===== src/rtl/dm_arb_pkg.sv =====
// Shared types and helpers for the two-port data-memory arbiter.
// Used by the top level and the winner-select sub-module.
package dm_arb_pkg;

    typedef enum logic [1:0] {
        IDLE  = 2'd0,
        ISSUE = 2'd1,
        ACK   = 2'd2
    } state_t;

    localparam logic PORT_CPU = 1'b0;
    localparam logic PORT_DBG = 1'b1;

    localparam int STARVE_MAX_DEF = 4;
    // Wide enough for the largest legal STARVE_MAX (15).
    localparam int CNT_W = 4;

    // Keep only the DM address bits and force word alignment.
    function automatic logic [31:0] align_addr(input logic [31:0] addr,
                                               input int unsigned abits);
        logic [31:0] mask;
        mask = (abits >= 32) ? 32'hFFFF_FFFF : ((32'd1 << abits) - 32'd1);
        return addr & mask & 32'hFFFF_FFFC;
    endfunction

    function automatic logic is_misaligned(input logic [31:0] addr);
        return (addr[1:0] != 2'b00);
    endfunction

endpackage


===== src/rtl/dm_arb_pick.sv =====
// Winner select for the DM arbiter: port 0 has priority unless port 1 has
// lost STARVE_MAX contended arbitrations in a row.
module dm_arb_pick
    import dm_arb_pkg::*;
#(
    parameter int STARVE_MAX = STARVE_MAX_DEF
) (
    input  logic clk,
    input  logic rst,
    input  logic i_req0,
    input  logic i_req1,
    input  logic i_arb,
    output logic o_grant,
    output logic o_any
);

    logic [CNT_W-1:0] r_starve_cnt;
    logic             w_starved;

    assign w_starved = (r_starve_cnt == CNT_W'(STARVE_MAX));

    always_comb begin
        o_any   = i_req0 | i_req1;
        o_grant = PORT_CPU;
        if (i_req1 && (!i_req0 || w_starved)) begin
            o_grant = PORT_DBG;
        end
    end

    // The counter never passes STARVE_MAX: once it gets there port 1 wins
    // the next contended round, which clears it.
    always_ff @(posedge clk) begin
        if (rst) begin
            r_starve_cnt <= '0;
        end else if (i_arb && o_any) begin
            if (o_grant == PORT_DBG) begin
                r_starve_cnt <= '0;
            end else if (i_req1 && !w_starved) begin
                r_starve_cnt <= r_starve_cnt + CNT_W'(1);
            end
        end
    end

endmodule


===== src/rtl/dm_arbiter.sv =====
// Two-requester arbiter for the single-port word data memory. Each access is
// a three-cycle IDLE -> ISSUE -> ACK transaction ending in a one-cycle ack.
module dm_arbiter
    import dm_arb_pkg::*;
#(
    parameter int STARVE_MAX = STARVE_MAX_DEF,
    parameter int ADDR_BITS  = 12
) (
    input  logic        clk,
    input  logic        rst,

    input  logic        m0_req,
    input  logic        m0_we,
    input  logic [31:0] m0_addr,
    input  logic [31:0] m0_wdata,
    input  logic [31:0] m0_pc,
    output logic        m0_ack,
    output logic [31:0] m0_rdata,
    output logic        m0_err,

    input  logic        m1_req,
    input  logic        m1_we,
    input  logic [31:0] m1_addr,
    input  logic [31:0] m1_wdata,
    output logic        m1_ack,
    output logic [31:0] m1_rdata,
    output logic        m1_err,

    output logic [31:0] dm_addr,
    output logic [31:0] dm_wdata,
    output logic        dm_we,
    output logic [31:0] dm_pc,
    input  logic [31:0] dm_rdata
);

    state_t      r_state;
    logic        r_we;
    logic        r_win;
    logic        r_err;
    logic [31:0] r_dm_addr;
    logic [31:0] r_dm_wdata;
    logic [31:0] r_dm_pc;
    logic        r_m0_ack;
    logic        r_m1_ack;
    logic        r_m0_err;
    logic        r_m1_err;
    logic [31:0] r_m0_rdata;
    logic [31:0] r_m1_rdata;

    logic        w_grant;
    logic        w_any;
    logic        w_arb;
    logic        w_sel_we;
    logic [31:0] w_sel_addr;
    logic [31:0] w_sel_wdata;
    logic [31:0] w_sel_pc;

    assign w_arb = (r_state == IDLE);

    dm_arb_pick #(
        .STARVE_MAX (STARVE_MAX)
    ) u_pick (
        .clk     (clk),
        .rst     (rst),
        .i_req0  (m0_req),
        .i_req1  (m1_req),
        .i_arb   (w_arb),
        .o_grant (w_grant),
        .o_any   (w_any)
    );

    // Request fields of the current winner; port 1 has no PC, so it logs 0.
    always_comb begin
        w_sel_we    = m0_we;
        w_sel_addr  = m0_addr;
        w_sel_wdata = m0_wdata;
        w_sel_pc    = m0_pc;
        if (w_grant == PORT_DBG) begin
            w_sel_we    = m1_we;
            w_sel_addr  = m1_addr;
            w_sel_wdata = m1_wdata;
            w_sel_pc    = 32'd0;
        end
    end

    always_ff @(posedge clk) begin
        if (rst) begin
            r_state    <= IDLE;
            r_we       <= 1'b0;
            r_win      <= PORT_CPU;
            r_err      <= 1'b0;
            r_dm_addr  <= '0;
            r_dm_wdata <= '0;
            r_dm_pc    <= '0;
            r_m0_ack   <= 1'b0;
            r_m1_ack   <= 1'b0;
            r_m0_err   <= 1'b0;
            r_m1_err   <= 1'b0;
            r_m0_rdata <= '0;
            r_m1_rdata <= '0;
        end else begin
            case (r_state)
                IDLE: begin
                    r_m0_ack <= 1'b0;
                    r_m1_ack <= 1'b0;
                    r_m0_err <= 1'b0;
                    r_m1_err <= 1'b0;
                    if (w_any) begin
                        r_win      <= w_grant;
                        r_we       <= w_sel_we;
                        r_err      <= is_misaligned(w_sel_addr);
                        r_dm_addr  <= align_addr(w_sel_addr, ADDR_BITS);
                        r_dm_wdata <= w_sel_wdata;
                        r_dm_pc    <= w_sel_pc;
                        r_state    <= ISSUE;
                    end
                end
                ISSUE: begin
                    // Read data is sampled before the write lands, so a
                    // write returns the old word.
                    if (r_win == PORT_CPU) begin
                        r_m0_rdata <= dm_rdata;
                        r_m0_ack   <= 1'b1;
                        r_m0_err   <= r_err;
                    end else begin
                        r_m1_rdata <= dm_rdata;
                        r_m1_ack   <= 1'b1;
                        r_m1_err   <= r_err;
                    end
                    r_state <= ACK;
                end
                ACK: begin
                    r_m0_ack <= 1'b0;
                    r_m1_ack <= 1'b0;
                    r_m0_err <= 1'b0;
                    r_m1_err <= 1'b0;
                    r_state  <= IDLE;
                end
                default: begin
                    r_state <= IDLE;
                end
            endcase
        end
    end

    // Gated by rst so a reset landing on ISSUE cannot commit the write.
    assign dm_we    = (r_state == ISSUE) && r_we && !rst;
    assign dm_addr  = r_dm_addr;
    assign dm_wdata = r_dm_wdata;
    assign dm_pc    = r_dm_pc;

    assign m0_ack   = r_m0_ack;
    assign m0_rdata = r_m0_rdata;
    assign m0_err   = r_m0_err;
    assign m1_ack   = r_m1_ack;
    assign m1_rdata = r_m1_rdata;
    assign m1_err   = r_m1_err;

endmodule


===== config.mk =====
export PLATFORM = sky130hd
export DESIGN_NAME = dm_arbiter
export DESIGN_NICKNAME = d
export VERILOG_FILES = /design/src/rtl/dm_arb_pkg.sv /design/src/rtl/dm_arb_pick.sv /design/src/rtl/dm_arbiter.sv
export SDC_FILE = /design/constraint.sdc
export NUM_CORES = 1
export LEC_CHECK = 0
export CAP_MARGIN = 20
export CORE_AREA = 2 2 140 142
export DETAILED_ROUTE_END_ITERATION = 16
export DIE_AREA = 0 0 142 144
export PLACE_DENSITY = 0.84
export SLEW_MARGIN = 20
export SYNTH_ARGS = -nofsm -noshare
export SYNTH_HDL_FRONTEND = slang
export SYNTH_SLANG_ARGS = --single-unit

===== constraint.sdc =====
create_clock -name clk -period 2.37 [get_ports clk]
set_input_delay 0.5925 -clock clk [delete_from_list [all_inputs] [get_ports clk]]
set_output_delay 0.5925 -clock clk [all_outputs]
set_load 0.02 [all_outputs]

==> metrics.yaml, run 1 <==
yosys:
  ys_seq_area_share_pct: 46.2
  synth_edf_count: 0
  synth_top_area_share_pct: 46.2
  synth_seq_cells: 151
  netlist_area_mm2: 0.00654
  yosys_warnings: 0
  avgSynthCellArea_um2: 8.36
  yosys.area.top_type: "dfxtp_1"
  synth_flop_cell: "dfxtp_1"
  async_flop_share_pct: 0
  synthTopCellsByArea: "dfxtp_1 (46%), a21oi_1 (10%), nand2_1 (7.7%)"
  synth_common_cells: "dfxtp_1 (151), nand2_1 (134), a21oi_1 (130)"
  synthDistinctLibCells: 49
  yosysMostFrequentCell: "dfxtp_1"
  syn_inst: 782
clock_tree:
  cts_setup_buffers: 0
  cts_buffers: 17
  clockBufferDepth: 2
  postCtsHoldBufs: 0
  clk_pin_slew_ns: 0.06
  cts_tree: "yes"
  cts-root-buf: "clkbuf_16"
  cts_sinks: 151
  htreeDepth: 4
  worstSkewPairLatency_ns: 0.42
floorplanning:
  die_h_um: 144
  ios: 363
  initial_core_util_pct: 34.3
  die-area_mm2: 0.0204
  die_x_um: 142
  rows: 51
  coreArea_mm2: 0.0191
placement:
  post-place-ws_ns: -0.0523
  placed_cell_area_mm2: 0.00985
  place_hpwl_um: 15400
  numPortBuffers: 300
  routabilityCongestion: 0.874
finish:
  stdcell_area_mm2: 0.0104
  antennaDiodeCount: 0
  drive_gt1_share_pct: 9.01
  postLayoutCoreUtil_pct: 54.7
  nFillCells: 1712
  fin_nets: 1253
  seq_area_mm2: 0.00302
  areaGrowthSynthToFinish_pct: 59.7
  multi_input_area_mm2: 0.00301
timing:
  setup_viol: 0
  holdWs_ns: 0.359
  fin_crit_ns: 2.06
  slew_headroom_pct: 47.1
  max_freq_ghz: 0.485
  worst_pin_slew_ns: 0.794
  finClkSkew_ns: 0.00593
  drv_slew: 0
  period_share_pct: 86.9
  layout_setup_ws_ns: 0.310
  tns_ns: 0
  rsz0062_at_grt: "no"
  hold_viol_final: 0
critical_path:
  cp-start-kind: "flip-flop"
  setup.worst_path.start: "r_state[1]"
  max_stage_delay_ns: 0.36
  r2r-start: "u_pick.r_starve_cnt[0]"
  arrival_ns: 1.47
  endpoint_kind: "primary output"
  worstPathCellList: "nor3b_2 > and2_1 > dlygate4sd2_1"
  cp_slowest_cell: "dlygate4sd2_1"
  worstPathRequired_ns: 1.78
  path_max_fanout: 2
  crit_type: "flip-flop to primary output"
detailed_routing:
  drt_iter0_drc: 439
  route.met2.wl_um: 11000
  vias_per_cell: 5.32
  drt-wirelength-per-cell_um: 17.4
  maxUsedRoutingLayer: "met4"
  routed_wl_um: 22700
  firstDrtPassIters: 5
  drt-met1-wl_um: 9300
  ant_nets: 0
  remaining_drc_errors: 0
  vias: 6943
  wl_met3_um: 1790
global_route:
  grt_max_degree: 128
  gr-total-overflow: 0
  antenna_found_initial: 0
  first_global_vias: 6820
  track_usage_pct: 21.8
  grt_pass1_wl_um: 35500
power:
  irDropWorstVdd_uv: 498
  leakagePower_uw: 0.00358
  clkPwrFrac_pct: 37.9
  combPwrFrac_pct: 22.6
  p_int_uw: 5000
  sw_frac_of_total_pct: 29.7
  p_switching_uw: 2110
  cellPowerDensity_mw_per_mm2: 681
  pwr-share-seq_pct: 39.5
job:
  max-cap-violations: 0
outcome:
  outcome: "complete, no violations"
min_path:
  holdCritStartpoint: "rst"
  min_path_type: "input pin to flip-flop"
## placed cells by master (no fill, tap or decap), types with 3 or more instances in the layout
cell and instances:
clkdlybuf4s50_1 298, dfxtp_1 151, nand2_1 134, a21oi_1 130, nor3_1 44, nor4_1 44, a2111oi_1 33, o21ai_0 30
buf_4 26, conb_1 22, nand4_1 20, nand3_1 19, clkbuf_16 17, a211oi_1 16, buf_12 16, a2111oi_2 9
inv_1 4, inv_6 3, inv_8 3, clkinv_4 3
## sequential cells by signal, summed over array words and instances (netlist names)
name,count
dm_addr,10
dm_pc,32
dm_wdata,32
m0_ack,1
m0_err,1
m0_rdata,32
m1_ack,1
m1_err,1
m1_rdata,32
r_err,1
r_state,2
r_we,1
r_win,1
u_pick.r_starve_cnt,4
## metal layers
metal  global-route usage [%]  vias to the layer above
met1                     26.0                     3291
met5                        0                        -
met3                     7.15                       39
met2                     36.8                      270
li1                         -                     3343
met4                     7.89                        0
## per-stage QoR
step           cells  power (uW)
2_1_floorplan    803        3690
3_3_place_gp    1272        4440
3_5_place_dp    1272        4470
4_1_cts         1304        7200
5_1_grt         1304        7420
6_report        1304        7110
## final cells by class
cell class,instances,area share [%]
sequential,151,29.0
clock inverter,14,1.35
clock buffer,18,4.21
tap,238,2.85
multi-input combinational,537,28.8
timing repair buffer,341,33.6
inverter,5,0.180
## power groups by stage
stage	registers (uW)	logic, uW	clock network, uW
global route	2820	1730	2860
global placement	2850	1590	0
finish	2800	1610	2700
CTS	2800	1620	2770
detailed placement	2860	1610	0
floorplan	3050	638	0
## cell families after synthesis
group           Yosys count  synth area share (%)
flops                   151                  46.2
other cells               1                0.0574
simple gates            284                  21.4
compound gates          229                  22.6
buf+inv                 115                  9.32
fa+ha+maj                 2                 0.383
## final timing paths
check | to | slack (ns) | depth (start not counted)
setup reg to reg | dm_wdata[20] | 0.46 | 6
hold / removal | r_state[1] | 0.36 | 2
setup / recovery | dm_we | 0.31 | 3
hold reg to reg | r_state[1] | 0.45 | 1
## repair_timing
action                                  4_1_cts  5_1_grt
resized for setup                             2        0
hold endpoints to repair                      0        0
endpoints found under the setup margin        1        0
## worst max-delay path: cells and delay by family, from the launching register on
family                 cells  cell delay [ns]
buffers and inverters      1             0.36
DFF                        1             0.32
and+or+nand+nor            2             0.38
(Power assumes the default switching activity.)
==> run 2: changes to the inputs <==
--- a/config.mk
+++ b/config.mk
@@ -14,3 +14,4 @@
 export SYNTH_ARGS = -nofsm -noshare
 export SYNTH_HDL_FRONTEND = slang
 export SYNTH_SLANG_ARGS = --single-unit
+export TNS_END_PERCENT = 50
==> results of run 2 <==
Same layout as run 1: the final DEF is identical, and so are final timing and power.
==> run 3: changes to the inputs <==
--- a/config.mk
+++ b/config.mk
@@ -5,7 +5,7 @@
 export SDC_FILE = /design/constraint.sdc
 export NUM_CORES = 1
 export LEC_CHECK = 0
-export CAP_MARGIN = 20
+export CAP_MARGIN = 30
 export CORE_AREA = 2 2 140 142
 export DETAILED_ROUTE_END_ITERATION = 16
 export DIE_AREA = 0 0 142 144
==> results of run 3 <==
Same layout as run 1: the final DEF is identical, and so are final timing and power.
